<file path="config.mk">
export PLATFORM = sky130hd
export DESIGN_NAME = atm_account_server
export DESIGN_NICKNAME = d
export VERILOG_FILES = /design/src/rtl/atm_pkg.sv /design/src/rtl/atm_acct_lookup.sv /design/src/rtl/atm_account_server.sv
export SDC_FILE = /design/constraint.sdc
export NUM_CORES = 1
export LEC_CHECK = 0
export BUFFER_PORTS_ARGS = -buffer_cell sky130_fd_sc_hd__buf_2
export CAP_MARGIN = 10
export CORE_ASPECT_RATIO = 0.6
export CORE_MARGIN = 3
export CORE_UTILIZATION = 60
export DETAILED_ROUTE_END_ITERATION = 10
export GPL_ROUTABILITY_DRIVEN = 1
export HOLD_SLACK_MARGIN = 0.08
export PLACE_DENSITY = 0.79
export SYNTH_ARGS = -nofsm -noshare
export SYNTH_HDL_FRONTEND = slang
export SYNTH_SLANG_ARGS = --single-unit
</file>
<file path="constraint.sdc">
create_clock -name clk -period 7.1 [get_ports clk]
set_clock_uncertainty 0.1 [all_clocks]
set_input_delay 0 -clock clk [delete_from_list [all_inputs] [get_ports clk]]
set_output_delay 0 -clock clk [all_outputs]
set_load 0.005 [all_outputs]
</file>
<file path="src/rtl/atm_pkg.sv">
// Shared encodings for the ATM account server: opcodes, response statuses,
// FSM states and the width of the per-account bad-PIN counter.
package atm_pkg;

    // Transaction opcodes (000 and 111 are deliberately unused)
    localparam logic [2:0] OP_BAL     = 3'b001;
    localparam logic [2:0] OP_DEP     = 3'b010;
    localparam logic [2:0] OP_WDR     = 3'b011;
    localparam logic [2:0] OP_XFER    = 3'b100;
    localparam logic [2:0] OP_PIN_CHG = 3'b101;
    localparam logic [2:0] OP_VERIFY  = 3'b110;

    // Response status codes
    localparam logic [2:0] STS_OK       = 3'b000;
    localparam logic [2:0] STS_BAD_PIN  = 3'b001;
    localparam logic [2:0] STS_NO_ACCT  = 3'b010;
    localparam logic [2:0] STS_INSUFF   = 3'b011;
    localparam logic [2:0] STS_LOCKED   = 3'b100;
    localparam logic [2:0] STS_OVERFLOW = 3'b101;
    localparam logic [2:0] STS_BAD_OP   = 3'b110;

    // Request processing pipeline, one request in flight at a time
    typedef enum logic [2:0] {
        S_IDLE   = 3'd0,
        S_LOOKUP = 3'd1,
        S_CHECK  = 3'd2,
        S_EXEC   = 3'd3,
        S_RESP   = 3'd4
    } state_t;

    // Consecutive bad PINs that lock an account
    localparam int ATM_MAX_FAIL = 3;

    // Counter width able to hold 0..max_fail
    function automatic int cnt_width(input int max_fail);
        return (max_fail < 1) ? 1 : $clog2(max_fail + 1);
    endfunction

    localparam int FAIL_CNT_W = cnt_width(ATM_MAX_FAIL);

    // True for the six defined opcodes
    function automatic logic op_is_valid(input logic [2:0] op);
        return (op == OP_BAL) || (op == OP_DEP) || (op == OP_WDR) ||
               (op == OP_XFER) || (op == OP_PIN_CHG) || (op == OP_VERIFY);
    endfunction

endpackage

</file>
<file path="src/rtl/atm_acct_lookup.sv">
// Combinational account-number match: compares one account number against
// every entry of the table and returns a hit flag and the matching index.
module atm_acct_lookup import atm_pkg::*; #(
    parameter int NUM_ACCTS = 4,
    parameter int ACCT_W    = 17,
    parameter int IDX_W     = 2
) (
    input  logic [ACCT_W-1:0]                 i_acct,
    input  logic [NUM_ACCTS-1:0][ACCT_W-1:0]  i_table,
    output logic                              o_hit,
    output logic [IDX_W-1:0]                  o_idx
);

    logic [NUM_ACCTS-1:0] w_match;

    for (genvar gi = 0; gi < NUM_ACCTS; gi++) begin : g_match
        assign w_match[gi] = (i_table[gi] == i_acct);
    end

    // Encode the match vector; numbers are unique, lowest index wins anyway
    always_comb begin
        o_hit = |w_match;
        o_idx = '0;
        for (int i = NUM_ACCTS - 1; i >= 0; i--) begin
            if (w_match[i]) begin
                o_idx = IDX_W'(i);
            end
        end
    end

endmodule

</file>
<file path="src/rtl/atm_account_server.sv">
// Bank-side account server: accepts one request at a time, looks up the
// source/destination accounts, authenticates the PIN, applies the
// transaction to a flop-based account table and returns status + balance.
module atm_account_server import atm_pkg::*; #(
    parameter int               NUM_ACCTS = 4,
    parameter int               ACCT_W    = 17,
    parameter int               PIN_W     = 17,
    parameter int               AMT_W     = 19,
    parameter logic [ACCT_W-1:0] ACCT_BASE = 17'h00100,
    parameter logic [PIN_W-1:0]  PIN_BASE  = 17'h01234,
    parameter logic [AMT_W-1:0]  INIT_BAL  = 19'd1000,
    parameter int               MAX_FAIL  = ATM_MAX_FAIL
) (
    input  logic              clk,
    input  logic              reset,
    input  logic              req_valid,
    output logic              req_ready,
    input  logic [2:0]        req_opcode,
    input  logic [ACCT_W-1:0] req_account,
    input  logic [PIN_W-1:0]  req_pin,
    input  logic [PIN_W-1:0]  req_new_pin,
    input  logic [ACCT_W-1:0] req_dest,
    input  logic [AMT_W-1:0]  req_amount,
    output logic              rsp_valid,
    input  logic              rsp_ready,
    output logic [2:0]        rsp_status,
    output logic [AMT_W-1:0]  rsp_balance
);

    localparam int IDX_W = (NUM_ACCTS > 1) ? $clog2(NUM_ACCTS) : 1;
    localparam int CNT_W = (cnt_width(MAX_FAIL) > FAIL_CNT_W) ? cnt_width(MAX_FAIL) : FAIL_CNT_W;

    // FSM state and registered outputs
    state_t             r_state;
    logic               r_req_ready;
    logic               r_rsp_valid;
    logic [2:0]         r_rsp_status;
    logic [AMT_W-1:0]   r_rsp_balance;

    // Captured request
    logic [2:0]         r_req_op;
    logic [ACCT_W-1:0]  r_req_acct;
    logic [ACCT_W-1:0]  r_req_dest;
    logic [PIN_W-1:0]   r_req_pin;
    logic [PIN_W-1:0]   r_req_new_pin;
    logic [AMT_W-1:0]   r_req_amt;

    // Lookup results
    logic               r_src_hit;
    logic               r_dst_hit;
    logic [IDX_W-1:0]   r_src_idx;
    logic [IDX_W-1:0]   r_dst_idx;

    // Decision results
    logic [2:0]         r_status;
    logic [AMT_W-1:0]   r_new_src;
    logic [AMT_W-1:0]   r_new_dst;
    logic               r_pin_checked;
    logic               r_pin_bad;
    logic               r_same;

    // Table views and combinational decision
    logic [NUM_ACCTS-1:0][ACCT_W-1:0] w_acct_tbl;
    logic [AMT_W-1:0]   w_bal  [NUM_ACCTS];
    logic [PIN_W-1:0]   w_pin  [NUM_ACCTS];
    logic               w_lock [NUM_ACCTS];
    logic               w_src_hit;
    logic               w_dst_hit;
    logic [IDX_W-1:0]   w_src_idx;
    logic [IDX_W-1:0]   w_dst_idx;
    logic [AMT_W-1:0]   w_src_bal;
    logic [AMT_W-1:0]   w_dst_bal;
    logic [AMT_W:0]     w_src_sum;
    logic [AMT_W:0]     w_src_diff;
    logic [AMT_W:0]     w_dst_sum;
    logic [2:0]         w_status;
    logic [AMT_W-1:0]   w_new_src;
    logic [AMT_W-1:0]   w_new_dst;
    logic               w_pin_checked;
    logic               w_pin_bad;
    logic               w_same;
    logic               w_exec;

    assign req_ready   = r_req_ready;
    assign rsp_valid   = r_rsp_valid;
    assign rsp_status  = r_rsp_status;
    assign rsp_balance = r_rsp_balance;
    assign w_exec      = (r_state == S_EXEC);

    // Account table: numbers are fixed, the rest reloads on reset
    for (genvar gi = 0; gi < NUM_ACCTS; gi++) begin : g_acct
        logic [AMT_W-1:0] r_bal;
        logic [PIN_W-1:0] r_pin_val;
        logic [CNT_W-1:0] r_fail_cnt;
        logic             r_locked;
        logic             w_src_sel;
        logic             w_dst_sel;

        assign w_acct_tbl[gi] = ACCT_W'(ACCT_BASE + ACCT_W'(gi));
        assign w_src_sel      = (r_src_idx == IDX_W'(gi));
        assign w_dst_sel      = (r_dst_idx == IDX_W'(gi));
        assign w_bal[gi]      = r_bal;
        assign w_pin[gi]      = r_pin_val;
        assign w_lock[gi]     = r_locked;

        // Apply the decided transaction and PIN bookkeeping in EXEC
        always_ff @(posedge clk or negedge reset) begin
            if (!reset) begin
                r_bal      <= INIT_BAL;
                r_pin_val  <= PIN_W'(PIN_BASE + PIN_W'(gi));
                r_fail_cnt <= '0;
                r_locked   <= 1'b0;
            end else if (w_exec) begin
                if (r_status == STS_OK && w_src_sel) begin
                    r_bal <= r_new_src;
                    if (r_req_op == OP_PIN_CHG) begin
                        r_pin_val <= r_req_new_pin;
                    end
                end
                // Destination credit; src==dst was already turned into a no-op
                if (r_status == STS_OK && r_req_op == OP_XFER && !r_same && w_dst_sel) begin
                    r_bal <= r_new_dst;
                end
                if (r_pin_checked && w_src_sel) begin
                    if (r_pin_bad) begin
                        if (r_fail_cnt >= CNT_W'(MAX_FAIL - 1)) begin
                            r_locked <= 1'b1;
                        end
                        if (r_fail_cnt != CNT_W'(MAX_FAIL)) begin
                            r_fail_cnt <= r_fail_cnt + CNT_W'(1);
                        end
                    end else begin
                        r_fail_cnt <= '0;
                    end
                end
            end
        end
    end

    atm_acct_lookup #(
        .NUM_ACCTS (NUM_ACCTS),
        .ACCT_W    (ACCT_W),
        .IDX_W     (IDX_W)
    ) u_src_lookup (
        .i_acct  (r_req_acct),
        .i_table (w_acct_tbl),
        .o_hit   (w_src_hit),
        .o_idx   (w_src_idx)
    );

    atm_acct_lookup #(
        .NUM_ACCTS (NUM_ACCTS),
        .ACCT_W    (ACCT_W),
        .IDX_W     (IDX_W)
    ) u_dst_lookup (
        .i_acct  (r_req_dest),
        .i_table (w_acct_tbl),
        .o_hit   (w_dst_hit),
        .o_idx   (w_dst_idx)
    );

    assign w_src_bal  = w_bal[r_src_idx];
    assign w_dst_bal  = w_bal[r_dst_idx];
    assign w_src_sum  = {1'b0, w_src_bal} + {1'b0, r_req_amt};
    assign w_src_diff = {1'b0, w_src_bal} - {1'b0, r_req_amt};
    assign w_dst_sum  = {1'b0, w_dst_bal} + {1'b0, r_req_amt};
    assign w_same     = (r_src_idx == r_dst_idx);

    // Status decision in priority order, plus the post-op balances
    always_comb begin
        w_status      = STS_OK;
        w_new_src     = w_src_bal;
        w_new_dst     = w_dst_bal;
        w_pin_checked = 1'b0;
        w_pin_bad     = 1'b0;
        if (!op_is_valid(r_req_op)) begin
            w_status = STS_BAD_OP;
        end else if (!r_src_hit) begin
            w_status = STS_NO_ACCT;
        end else if (w_lock[r_src_idx]) begin
            w_status = STS_LOCKED;
        end else begin
            w_pin_checked = 1'b1;
            if (r_req_pin != w_pin[r_src_idx]) begin
                w_pin_bad = 1'b1;
                w_status  = STS_BAD_PIN;
            end else begin
                case (r_req_op)
                    OP_DEP: begin
                        if (w_src_sum[AMT_W]) w_status  = STS_OVERFLOW;
                        else                  w_new_src = w_src_sum[AMT_W-1:0];
                    end
                    OP_WDR: begin
                        if (w_src_diff[AMT_W]) w_status  = STS_INSUFF;
                        else                   w_new_src = w_src_diff[AMT_W-1:0];
                    end
                    OP_XFER: begin
                        if (!r_dst_hit) begin
                            w_status = STS_NO_ACCT;
                        end else if (!w_same) begin
                            if (w_src_diff[AMT_W]) begin
                                w_status = STS_INSUFF;
                            end else if (w_dst_sum[AMT_W]) begin
                                w_status = STS_OVERFLOW;
                            end else begin
                                w_new_src = w_src_diff[AMT_W-1:0];
                                w_new_dst = w_dst_sum[AMT_W-1:0];
                            end
                        end
                    end
                    OP_BAL, OP_PIN_CHG, OP_VERIFY: begin
                        w_new_src = w_src_bal;
                    end
                    default: begin
                        w_new_src = w_src_bal;
                    end
                endcase
            end
        end
    end

    // Request FSM: capture, lookup, check, execute, respond
    always_ff @(posedge clk or negedge reset) begin
        if (!reset) begin
            r_state       <= S_IDLE;
            r_req_ready   <= 1'b1;
            r_rsp_valid   <= 1'b0;
            r_rsp_status  <= STS_OK;
            r_rsp_balance <= '0;
            r_req_op      <= '0;
            r_req_acct    <= '0;
            r_req_dest    <= '0;
            r_req_pin     <= '0;
            r_req_new_pin <= '0;
            r_req_amt     <= '0;
            r_src_hit     <= 1'b0;
            r_dst_hit     <= 1'b0;
            r_src_idx     <= '0;
            r_dst_idx     <= '0;
            r_status      <= STS_OK;
            r_new_src     <= '0;
            r_new_dst     <= '0;
            r_pin_checked <= 1'b0;
            r_pin_bad     <= 1'b0;
            r_same        <= 1'b0;
        end else begin
            case (r_state)
                S_IDLE: begin
                    if (req_valid && r_req_ready) begin
                        r_req_op      <= req_opcode;
                        r_req_acct    <= req_account;
                        r_req_dest    <= req_dest;
                        r_req_pin     <= req_pin;
                        r_req_new_pin <= req_new_pin;
                        r_req_amt     <= req_amount;
                        r_req_ready   <= 1'b0;
                        r_state       <= S_LOOKUP;
                    end
                end
                S_LOOKUP: begin
                    r_src_hit <= w_src_hit;
                    r_src_idx <= w_src_idx;
                    r_dst_hit <= w_dst_hit;
                    r_dst_idx <= w_dst_idx;
                    r_state   <= S_CHECK;
                end
                S_CHECK: begin
                    r_status      <= w_status;
                    r_new_src     <= w_new_src;
                    r_new_dst     <= w_new_dst;
                    r_pin_checked <= w_pin_checked;
                    r_pin_bad     <= w_pin_bad;
                    r_same        <= w_same;
                    r_state       <= S_EXEC;
                end
                S_EXEC: begin
                    r_rsp_status  <= r_status;
                    r_rsp_balance <= (r_status == STS_OK) ? r_new_src : '0;
                    r_rsp_valid   <= 1'b1;
                    r_state       <= S_RESP;
                end
                S_RESP: begin
                    if (rsp_ready) begin
                        r_rsp_valid <= 1'b0;
                        r_req_ready <= 1'b1;
                        r_state     <= S_IDLE;
                    end
                end
                default: begin
                    r_state     <= S_IDLE;
                    r_req_ready <= 1'b1;
                    r_rsp_valid <= 1'b0;
                end
            endcase
        end
    end

endmodule

</file>
# Word level (Yosys, flattened, before mapping)
# Cells that the tools add are included.
[totals] mem_bits_ro=0 latch_bits=0 ff_bits=323 elab_cells=226 n_memories=0 mem_bits_rw=0 input_bits=94
[op_classes] bitwise_logic=4 div=0 magnitude_cmp=6 eq_ne=36 addsub=7 n_reduce_logical=53 n_mux=83 n_shift=0 multipliers=0
[op_table] cell="two-way mux 19 bit" count=32
[op_table] cell="== test 9 x 17 -> 1 bit (first input constant)" count=8
[op_table] cell="binary-select mux 19 bit (select 2 bit)" count=2
[op_table] cell="one-hot mux 19 bit (3 select lines)" count=1
[op_table] cell="adder 19 x 19 -> 20 bit" count=2
[op_table] cell="binary-select mux 17 bit (select 2 bit)" count=1
[op_table] cell="two-way mux 17 bit" count=2
[op_table] cell="two-way mux 2 bit" count=17
[op_table] cell="two-way mux 3 bit" count=11
[op_table] cell="AND reduction 3 bit" count=9
[op_table] cell="subtractor 19 x 19 -> 20 bit" count=1
[op_table] cell="!= test 17 bit" count=1
[op_table] cell="AND reduction 4 bit" count=4
[op_table] cell="logical AND 1 bit" count=15
[op_table] cell="one-hot mux 3 bit (5 select lines)" count=1
[op_table] cell="AND reduction 2 bit" count=7
[op_table] cell="== test 3 x 2 -> 1 bit (second input constant)" count=4
[op_table] cell="== test 3 bit (second input constant)" count=4
[op_table] cell="two-way mux 1 bit" count=12
[op_table] cell="!= test 2 bit (second input constant)" count=6
[op_table] cell="one-hot mux 3 bit (3 select lines)" count=1
[op_table] cell="adder 2 x 1 -> 2 bit (second input constant)" count=4
[op_table] cell="== test 2 bit (second input constant)" count=4
[op_table] cell=">= comparator 2 bit (second input constant)" count=4
[op_table] cell="16 further kinds" count=36

# Longest topological paths before layout
# Gate-level depths: netlist of the first run.
[depth] word_depth=14 depth_mapped=18

# Cells and area by module
# From an unflattened synthesis of the first run, not the netlist that was laid out.
[hier_totals] cells_unflattened=1830 hier_area_um2=19658.9
[modules_own_cells] module="atm_account_server" instances=1 area_each_um2=18059.8 cells_per_inst=1630
[modules_own_cells] module="atm_acct_lookup" instances=2 area_each_um2=799.5 cells_per_inst=100

# Least setup slack after synthesis of the first run
# Ideal clock, no wire load.
[synth_path] kind="register -> register" from="register r_src_idx[0]" to="register r_new_src[9]" stages_incl_launch_ff=18 required_time_ns=6.873 setup_slack_ns=2.223 setup_ns=0.127 n_path_buf=6 t_arrival_ns=4.651 period_less_slack_ns=4.877 path_cell_list="dfrtp_1 > buf_6 > buf_2 > buf_1 > buf_2 > mux4_2 > ha_1 > clkbuf_1 > a21o_1 > a211o_1 > o21ai_0 > a21oi_1 > a211oi_2 > or3_1 > clkbuf_1 > nor2_1 > a221o_1 > a221o_2"
[synth_via] elab_chain_len=14 elab_cells_between_ends=25
[synth_rtl] item="from (decl)" line="atm_account_server.sv:51" text="logic [IDX_W-1:0] r_src_idx;"
[synth_rtl] item="from (signal assigned)" line="atm_account_server.sv:262" text="r_src_idx <= w_src_idx;"
[synth_rtl] item="NOT 2 -> 3 bit (not written as such)" line="atm_account_server.sv:162, atm_account_server.sv:180, atm_account_server.sv:184"
[synth_rtl] item="binary-select mux 19 bit (select 2 bit)" line="atm_account_server.sv:162" text="assign w_src_bal = w_bal[r_src_idx];"
[synth_rtl] item="two-way mux 19 bit (not written as such) (2 in a row)" line="atm_account_server.sv:162"
[synth_rtl] item="subtractor 19 x 19 -> 20 bit" line="atm_account_server.sv:165" text="assign w_src_diff = {1'b0, w_src_bal} - {1'b0, r_req_amt};"
[synth_rtl] item="two-way mux 19 bit" line="atm_account_server.sv:203" text="end else if (w_dst_sum[AMT_W]) begin"
[synth_rtl] item="two-way mux 19 bit" line="atm_account_server.sv:201" text="if (w_src_diff[AMT_W]) begin"
[synth_rtl] item="two-way mux 19 bit" line="atm_account_server.sv:200" text="end else if (!w_same) begin"
[synth_rtl] item="two-way mux 19 bit" line="atm_account_server.sv:198" text="if (!r_dst_hit) begin"
[synth_rtl] item="one-hot mux 19 bit (3 select lines)" line="atm_account_server.sv:188" text="case (r_req_op)"
[synth_rtl] item="two-way mux 19 bit" line="atm_account_server.sv:184" text="if (r_req_pin != w_pin[r_src_idx]) begin"
[synth_rtl] item="two-way mux 19 bit" line="atm_account_server.sv:180" text="end else if (w_lock[r_src_idx]) begin"
[synth_rtl] item="two-way mux 19 bit" line="atm_account_server.sv:178" text="end else if (!r_src_hit) begin"
[synth_rtl] item="two-way mux 19 bit *" line="atm_account_server.sv:176" text="if (!op_is_valid(r_req_op)) begin"
[synth_rtl] item="to (signal assigned)" line="atm_account_server.sv:269" text="r_new_src <= w_new_src;"
[synth_rtl] item="to (decl)" line="atm_account_server.sv:56" text="logic [AMT_W-1:0] r_new_src;"
# Mark *: on every way between the ends. The rest lies on a longest branch, timed or not. The select of a mux whose other input is x is not followed.
# A chain may end at the register's enable or synchronous reset.

# Worst setup path in the final report of the first run
# Same ends and word-level chain as after synthesis.

==> results of run 1 <==
==> cells in the final DEF, fill, tap and decap left out, types with 9 or more instances in the layout <==
cell type,n
o211ai_1,10
buf_4,28
o31ai_1,10
clkbuf_16,30
a21oi_1,62
mux4_2,46
and3_1,9
dlygate4sd3_1,150
o221ai_1,15
buf_2,116
o21bai_1,12
dfstp_2,49
mux4_1,10
nand2_1,198
a221o_1,13
o21ai_0,78
nor2b_1,16
xnor2_1,33
nand3_1,37
inv_1,44
a21o_1,21
mux2_2,140
nor2_1,112
dfrtp_1,272
mux2i_1,57
ha_1,66
a22o_1,32
a31oi_1,45
nor3_1,27
==> worst max-delay path: stages, from the launching register on <==
cell,delay (ns)
dfrtp_2,0.85
mux4_2,0.65
ha_1,0.42
a21o_1,0.20
a211o_1,0.25
o21ai_0,0.30
a21oi_1,0.18
a211oi_2,0.57
or3_1,0.64
nor2_1,0.24
a221o_1,0.38
a221o_2,0.35
==> registers in the layout (all words and copies together), names as in the netlist, 2 cells and up <==
| signal | count |
|---|---|
| g_acct.r_locked | 4 |
| r_req_amt | 19 |
| r_status | 3 |
| r_req_pin | 17 |
| g_acct.r_fail_cnt | 8 |
| r_new_dst | 19 |
| r_dst_idx | 2 |
| r_req_acct | 17 |
| g_acct.r_pin_val | 68 |
| r_req_new_pin | 17 |
| rsp_status | 3 |
| r_src_idx | 2 |
| r_new_src | 19 |
| r_state | 3 |
| r_req_dest | 17 |
| rsp_balance | 19 |
| r_req_op | 3 |
| g_acct.r_bal | 76 |
==> layer usage <==
layer | vias up | GRT usage, % | wire length, um | share of wire (%)
met4 | 2 | 10.7 | 1710 | 3.0
met1 | 7396 | 51.0 | 23700 | 41
met5 | - | 0 | 13 | 0.023
met3 | 136 | 15.4 | 8160 | 14
met2 | 885 | 52.2 | 24100 | 42
li1 | 6463 | - | - | -
==> per-stage QoR <==
| stage | hold WS (ns) | instances | worst slack (ns) | utilization (%) | power, W |
|---|---|---|---|---|---|
| global placement | -0.00371 | 2091 | 2.17 | 64.9 | 0.00650 |
| CTS | 0.0802 | 2298 | 1.97 | 73.6 | 0.00837 |
| detailed placement | 0.00161 | 2091 | 1.99 | 64.9 | 0.00659 |
| global route | 0.0914 | 2298 | 1.62 | 73.6 | 0.00905 |
| floorplan | -0.396 | 1641 | 2.22 | - | 0.00541 |
| finish | 0.0888 | 2298 | 1.84 | 73.6 | 0.00859 |
==> worst paths after layout <==
kind,start,to,slack (ns),cells past startpoint
min,req_dest[2],r_req_dest[2],0.09,3
max in group asynchronous,reset,r_src_idx[0],5.39,4
max,r_src_idx[0],r_new_src[9],1.84,11
max reg2reg,r_src_idx[0],r_new_src[9],1.84,11
min reg2reg,g_acct[3].r_bal[8],g_acct[3].r_bal[8],0.39,2
min in group asynchronous,reset,g_acct[0].r_pin_val[12],0.59,3
==> repair_timing <==
action                    in CTS  in global routing
resized for setup              0                  0
hold endpoints to repair     195                  0
hold buffers                 151                  0
==> logic make-up (layout without fill, tap and decap cells) <==
group / Yosys count / after routing / synth area share [%]
AND/OR/NAND/NOR: 469 / 469 / 11.8
AO/OA/AOI/OAI: 348 / 348 / 13.2
flip-flops: 323 / 323 / 45.6
multiplexers: 253 / 253 / 19.3
buffers and inverters: 139 / 396 / 3.17
adder cells (fa/ha/maj): 69 / 69 / 4.96
XOR/XNOR: 40 / 40 / 1.96
==> final cells by class <==
cell class | count | area [um2]
Multi-Input combinational cell | 1179 | 9200
Sequential cell | 323 | 8150
Fill cell | 1916 | 7640
Timing Repair Buffer | 296 | 2330
Clock buffer | 36 | 793
Tap cell | 400 | 500
Clock inverter | 20 | 225
Inverter | 44 | 165
==> power breakdown <==
part / switching (W) / internal (W)
Combinational: 0.00217 / 0.00164
Clock: 0.000774 / 0.000918
Sequential: 0.000729 / 0.00235
==> flow_summary.yaml, run 1 <==
global_routing:
  grt_max_degree: 76
  antenna_found_initial: 2
  grt_pass1_vias: 15200
  grt_overflow: 0
  grt_pass1_wl_um: 89400
  grt_util_all_layers_pct: 36.4
final_layout:
  nets: 2037
  drive_above_1_share_pct: 24.7
  area_growth_pct: 19.6
  final_area_mm2: 0.0214
  num_antenna_cells: 0
detailed_routing:
  num_vias: 14900
  drtAntennaViolNets: 0
  via_per_inst: 6.48
  drcViolationCount: 0
  drt_wl_total_um: 57700
  wl_per_cell_um: 25.1
  first_pass_iters: 7
  first_iter_violations: 1636
placement:
  portBuffers: 117
  place_area_mm2: 0.0188
  place_hpwl_um: 37000
  gp_congestion: 0.941
timing:
  final.period_utilization_pct: 74.1
  slew_violations: 0
  fmax_mhz: 190
  finalHoldViolCount: 0
  tightest_slew_ns: 1.22
  final-setup-viol-count: 0
  slew_headroom_pct: 18.3
  min_period_ns: 5.26
  tns_ns: 0
  rsz0062_at_grt: "false"
synth:
  synth_area_leaders: "dfrtp_1 (38%), mux2_2 (8.8%), dfstp_2 (7.2%)"
  synthCells: 1641
  syn_area_mm2: 0.0179
  synth-main-ff-cell: "dfrtp_1"
  async_reset_ff_share_pct: 100
  yosysMostFrequentCell: "dfrtp_1"
  syn_area_per_cell_um2: 10.9
  seq_area_frac_synth_pct: 45.6
  yosys.area.top_type: "dfrtp_1"
  synthTopCellsByCount: "dfrtp_1 (274), nand2_1 (199), mux2_2 (140)"
  synth_seq_cells: 323
  yosysTopAreaCellShare_pct: 38.4
  yosys_warnings: 0
  syn_nets: 1804
  ys_types: 71
  synth_edf_count: 0
cts:
  root_buffer: "clkbuf_16"
  clk_pin_slew_ns: 0.07
  tritoncts: "yes"
  clk_latency_ns: 0.61
  cts_sinks: 323
  htreeDepth: 1
  numCtsBuffers: 30
  cts_buffer_depth: 3
  postCtsSetupRepairBufs: 0
worst_setup_path:
  endpoint_kind: "flop"
  crit_required_ns: 7.47
  critPathKind: "flop to flop"
  cp.arrival_ns: 5.63
  crit_fanout: 21
  worst_setup_path_start_kind: "flop"
power:
  powerDensity_mw_per_mm2: 402
  vdd_ir_drop_max_uv: 244
  power.leakage_nw: 9.57
floorplan:
  rows: 48
  die_w_um: 229
  initial_core_util_pct: 61.6
  dieArea_mm2: 0.0319
  core_area_mm2: 0.0290
  ios: 118
  die_h_um: 140
hold_path:
  hold_path.class: "input pin to flop"
run_status:
  outcome: "completed"
run:
  cap_violations: 0
Note: power is estimated with default switching activity, not from simulation.
==> inputs of run 2 (changes only) <==
clock period = 5.31 ns   (was 7.1 ns; I/O delays follow)
==> flow_summary.yaml, run 2 (same netlist as run 1, synthesis figures left out) <==
run_status:
  outcome: "completed"
power:
  vdd_ir_drop_max_uv: 340
  powerDensity_mw_per_mm2: 546
  power.leakage_nw: 9.72
global_routing:
  grt_pass1_wl_um: 90400
  grt_pass1_vias: 15100
  grt_max_degree: 147
  grt_util_all_layers_pct: 36.9
  grt_overflow: 0
  antenna_found_initial: 0
floorplan:
  core_area_mm2: 0.0290
  dieArea_mm2: 0.0319
  ios: 118
  initial_core_util_pct: 61.6
  die_h_um: 140
  rows: 48
  die_w_um: 229
timing:
  finalHoldViolCount: 0
  rsz0062_at_grt: "false"
  slew_violations: 0
  worst_hold_slack_ns: 0.0719
  min_period_ns: 4.76
  tns_ns: 0
  slew_headroom_pct: 19.6
  final.period_utilization_pct: 89.7
  tightest_slew_ns: 1.20
  final-setup-viol-count: 0
  fmax_mhz: 210
cts:
  cts_buffer_depth: 3
  numCtsBuffers: 31
  postCtsSetupRepairBufs: 0
  clk_pin_slew_ns: 0.07
  cts_sinks: 323
  root_buffer: "clkbuf_16"
  tritoncts: "yes"
  clk_latency_ns: 0.59
  htreeDepth: 1
final_layout:
  largest-register: "g_acct.r_bal"
  fillCellCount: 1898
  nets: 2055
  area_growth_pct: 21.0
  final_cell_mix: "dfrtp_1 (272), nand2_1 (198), dlygate4sd3_1 (156), mux2_2 (140), buf_2 (116)"
  top_regs: "g_acct.r_bal (76), g_acct.r_pin_val (68)"
  num_antenna_cells: 0
  drive_above_1_share_pct: 24.8
  largest_reg_flops: 76
  final_common_cell: "dfrtp_1"
  final_util_pct: 74.5
detailed_routing:
  first_pass_iters: 8
  drtAntennaViolNets: 0
  first_iter_violations: 2024
  drcViolationCount: 0
  via_per_inst: 6.49
  num_vias: 15000
  wl_per_cell_um: 25.2
  drt_wl_total_um: 58400
worst_setup_path:
  crit_required_ns: 5.68
  path_cells: "buf_4 -> mux4_2 -> ha_1 -> o21ai_0 -> o21ai_0 -> and3_1 -> o21ai_0 -> buf_4 -> a31oi_1 -> or3_1 -> nor2_1 -> a221o_1 -> a221o_2"
  timing.rr.end: "r_new_src[9]"
  endpoint: "r_new_src[9]"
  r2r-start: "r_dst_idx[0]"
  critPathKind: "flop to flop"
  endpoint_kind: "flop"
  crit_slowest_cell: "dfrtp_1"
  worst_setup_path_start_kind: "flop"
  r2r_cells: 13
  crit_top_cell: "o21ai_0"
  crit_fanout: 14
  cp.arrival_ns: 5.14
  slowest_delay_ns: 0.78
  reg2reg_slack_ns: 0.55
  startpoint: "r_dst_idx[0]"
hold_path:
  hold_path.class: "input pin to flop"
  holdPathStages: 3
run:
  cap_violations: 0
placement:
  place_hpwl_um: 37500
  gp_congestion: 0.994
  portBuffers: 117
## run 2: per-layer routing
layer  wire length, um  up-vias  track usage (%)
met1             24100     7473             53.3
li1                  -     6491                -
met4              1170        0             7.40
met5                 0        -                0
met3              9010      109             16.2
met2             24100      965             52.0
## run 2: cell type report
type / instances / area [um2] / area share (%)
clock inverters: 15 / 223 / 1.03
repair buffers: 313 / 2510 / 11.6
clock buffers: 43 / 861 / 3.98
multi-input cells: 1179 / 9190 / 42.6
flip-flops and latches: 323 / 8150 / 37.7
well taps: 400 / 500 / 2.32
inverters: 44 / 165 / 0.765
## run 2: through the flow
| stage | setup WS (ns) | power [W] | cell area [um2] | std cells |
|---|---|---|---|---|
| 3_3_place_gp | 0.858 | 0.00866 | 18900 | 2102 |
| 6_report | 0.546 | 0.0118 | 21600 | 2317 |
| 3_5_place_dp | 0.772 | 0.00879 | 18900 | 2102 |
| 4_1_cts | 0.751 | 0.0114 | 21600 | 2317 |
| 2_1_floorplan | 0.433 | 0.00724 | 17900 | 1641 |
| 5_1_grt | 0.382 | 0.0124 | 21600 | 2317 |
## run 2: timing repair
item | CTS | global route
hold buffers | 157 | 0
hold endpoints to repair | 212 | 0
gates resized for setup | 0 | 0
## run 2: where the power goes
group / switching, W / internal [W] / leakage (nW)
Sequential: 0.000966 / 0.00314 / 4.07
Combinational: 0.00293 / 0.00233 / 5.11
Clock: 0.00103 / 0.00139 / 0.537
Total: 0.00493 / 0.00686 / 9.72
## run 2: how the worst min path moves through the flow
stage                        start            endpoint  slack [ns]
floorplan                    reset  g_acct[0].r_bal[0]       -0.40
CTS                     req_pin[6]        r_req_pin[6]        0.08
detailed placement           reset      r_req_dest[14]        0.05
global placement             reset      r_req_dest[14]        0.04
finish              req_new_pin[5]    r_req_new_pin[5]        0.07
global route        req_new_pin[5]    r_req_new_pin[5]        0.09
## run 2: worst max-delay path, delay by kind of cell (launching register included)
family                     cells  cell delay, ns
AOI/OAI and AO/OA              6            1.39
and+or+nand+nor                3            0.93
DFF                            1            0.78
muxes                          1            0.56
buffers and inverters          2            0.50
adders and majority gates      1            0.38
==> inputs of run 3 (changes only) <==
CORE_ASPECT_RATIO = 1.2   (was 0.6)
clock period = 4.6 ns   (was 5.31 ns; I/O delays follow)
==> flow_summary.yaml, run 3 (same netlist as run 1, synthesis figures left out) <==
detailed_routing:
  first_iter_violations: 1267
  wl_per_cell_um: 23.7
  drcViolationCount: 0
  drtAntennaViolNets: 0
  drt_wl_total_um: 54000
  via_per_inst: 6.40
  num_vias: 14600
  first_pass_iters: 7
worst_setup_path:
  path_cells: "buf_4 -> mux4_2 -> ha_1 -> o21a_1 -> o21a_1 -> and3_1 -> o21ai_0 -> buf_4 -> nand2_1 -> or3_1 -> nor3_2 -> buf_4 -> mux2i_1 -> o21ai_0"
  cp.arrival_ns: 4.67
  crit_top_cell: "buf_4"
  endpoint_kind: "flop"
  crit_required_ns: 4.87
  slowest_delay_ns: 0.59
  worst_setup_path_start_kind: "flop"
  crit_slowest_cell: "dfrtp_1"
  critPathKind: "flop to flop"
  crit_fanout: 21
cts:
  htreeDepth: 2
  clk_latency_ns: 0.54
  cts_sinks: 323
  clk_pin_slew_ns: 0.06
  tritoncts: "yes"
  numCtsBuffers: 35
  cts_buffer_depth: 3
  root_buffer: "clkbuf_16"
power:
  p_sw_share_pct: 40.4
  pwr-share-comb_pct: 44.9
  power.leakage_nw: 9.61
  powerDensity_mw_per_mm2: 629
  clkPwrFrac_pct: 21.7
  p_int_w: 0.00804
  switchingPower_w: 0.00546
  power_frac_seq_pct: 33.4
  power.total_w: 0.0135
  vdd_ir_drop_max_uv: 603
final_layout:
  final_common_cell: "dfrtp_1"
  top_regs: "g_acct.r_bal (76), g_acct.r_pin_val (68)"
  num_antenna_cells: 0
  area_growth_pct: 20.1
  largest_reg_flops: 76
  drive_above_1_share_pct: 25.9
  final_cell_mix: "dfrtp_1 (271), nand2_1 (198), mux2_2 (140), dlygate4sd3_1 (126), buf_2 (116)"
  post_layout_nonfiller_instances: 2281
  largest-register: "g_acct.r_bal"
  nets: 2032
  final_util_pct: 73.9
placement:
  place_ws_ns: 0.0396
  portBuffers: 117
  place_inst: 2091
  gp_congestion: 0.967
  place_hpwl_um: 34100
global_routing:
  grt_pass1_vias: 15600
  grt_overflow: 0
  grt_util_all_layers_pct: 34.6
  grt_pass1_wl_um: 85600
  grt_max_degree: 115
  antenna_found_initial: 1
floorplan:
  core_area_mm2: 0.0290
  ios: 118
  die_h_um: 195
  initial_core_util_pct: 61.5
  die_w_um: 163
  rows: 68
  dieArea_mm2: 0.0319
timing:
  min_period_ns: 4.39
  tightest_slew_ns: 1.21
  slew_violations: 0
  final.period_utilization_pct: 95.5
  finalHoldViolCount: 0
  fmax_mhz: 228
  tns_ns: 0
  slew_headroom_pct: 19.2
  final-setup-viol-count: 0
  rsz0062_at_grt: "false"
  worst_slack_ns: 0.206
run:
  cap_violations: 0
run_status:
  outcome: "completed"
hold_path:
  hold_path.class: "input pin to flop"
-- run 3: cell types whose count changed in the layout (fill, tap and decap cells not counted), sizes merged --
| cell | change |
|---|---|
| dlygate4sd3 | -30 |
| clkbuf | +10 |
| buf | +3 |
| bufinv | -3 |
| inv | -2 |
| clkinvlp | +1 |
-- run 3: final timing paths --
path	startpoint	to	slack, ns	cells after the start
max	r_dst_idx[1]	r_new_dst[12]	0.21	14
min	req_pin[6]	r_req_pin[6]	0.13	3
max reg2reg	r_dst_idx[1]	r_new_dst[12]	0.21	14
min reg2reg	rsp_status[0]	rsp_status[0]	0.37	2
max in group asynchronous	reset	r_req_amt[4]	2.68	4
min in group asynchronous	reset	g_acct[1].r_bal[4]	0.54	3
-- run 3: stage by stage --
step	cell area (um2)	hold WS (ns)
2_1_floorplan	17900	-0.396
3_3_place_gp	19000	0.0272
3_5_place_dp	19000	0.0312
4_1_cts	21400	0.116
5_1_grt	21400	0.135
6_report	21400	0.128
-- run 3: critical path, delay by kind of cell (launching register included) --
kind	cells	cell delay, ns
buf+inv	3	0.86
simple gates	4	0.83
compound gates	4	0.75
mux	2	0.73
flops	1	0.59
fa+ha+maj	1	0.36
-- run 3: final cells by class --
cell class              instances  area (um2)
multi-input cells            1179        9220
flip-flops and latches        323        8150
fillers                      1885        7570
repair buffers                286        2240
clock buffers                  53        1060
well taps                     385         482
inverters                      44         165
clock inverters                11         126
-- run 3: power groups by stage --
stage / clock (W) / sequential, W / combinational [W]
after CTS: 0.00293 / 0.00445 / 0.00589
final: 0.00292 / 0.00451 / 0.00606
after global placement: 0 / 0.00442 / 0.00551
after floorplan: 0 / 0.00416 / 0.00419
after global routing: 0.00306 / 0.00460 / 0.00663
after detailed placement: 0 / 0.00447 / 0.00563
-- run 3: what timing repair did --
action / CTS / global route
buffers inserted: 0 / 0
gates resized for setup: 0 / 10
hold buffers: 126 / 0
hold endpoints to repair: 210 / 0
endpoints found under the setup margin: 0 / 32
-- run 3: per-layer routing --
layer  wire (um)  up-vias  GRT usage [%]
met4        2810        0           16.6
met2       26500      747           58.0
met5           0        -              0
met1       20400     7212           42.9
met3        4330      187           6.79
li1            -     6460              -
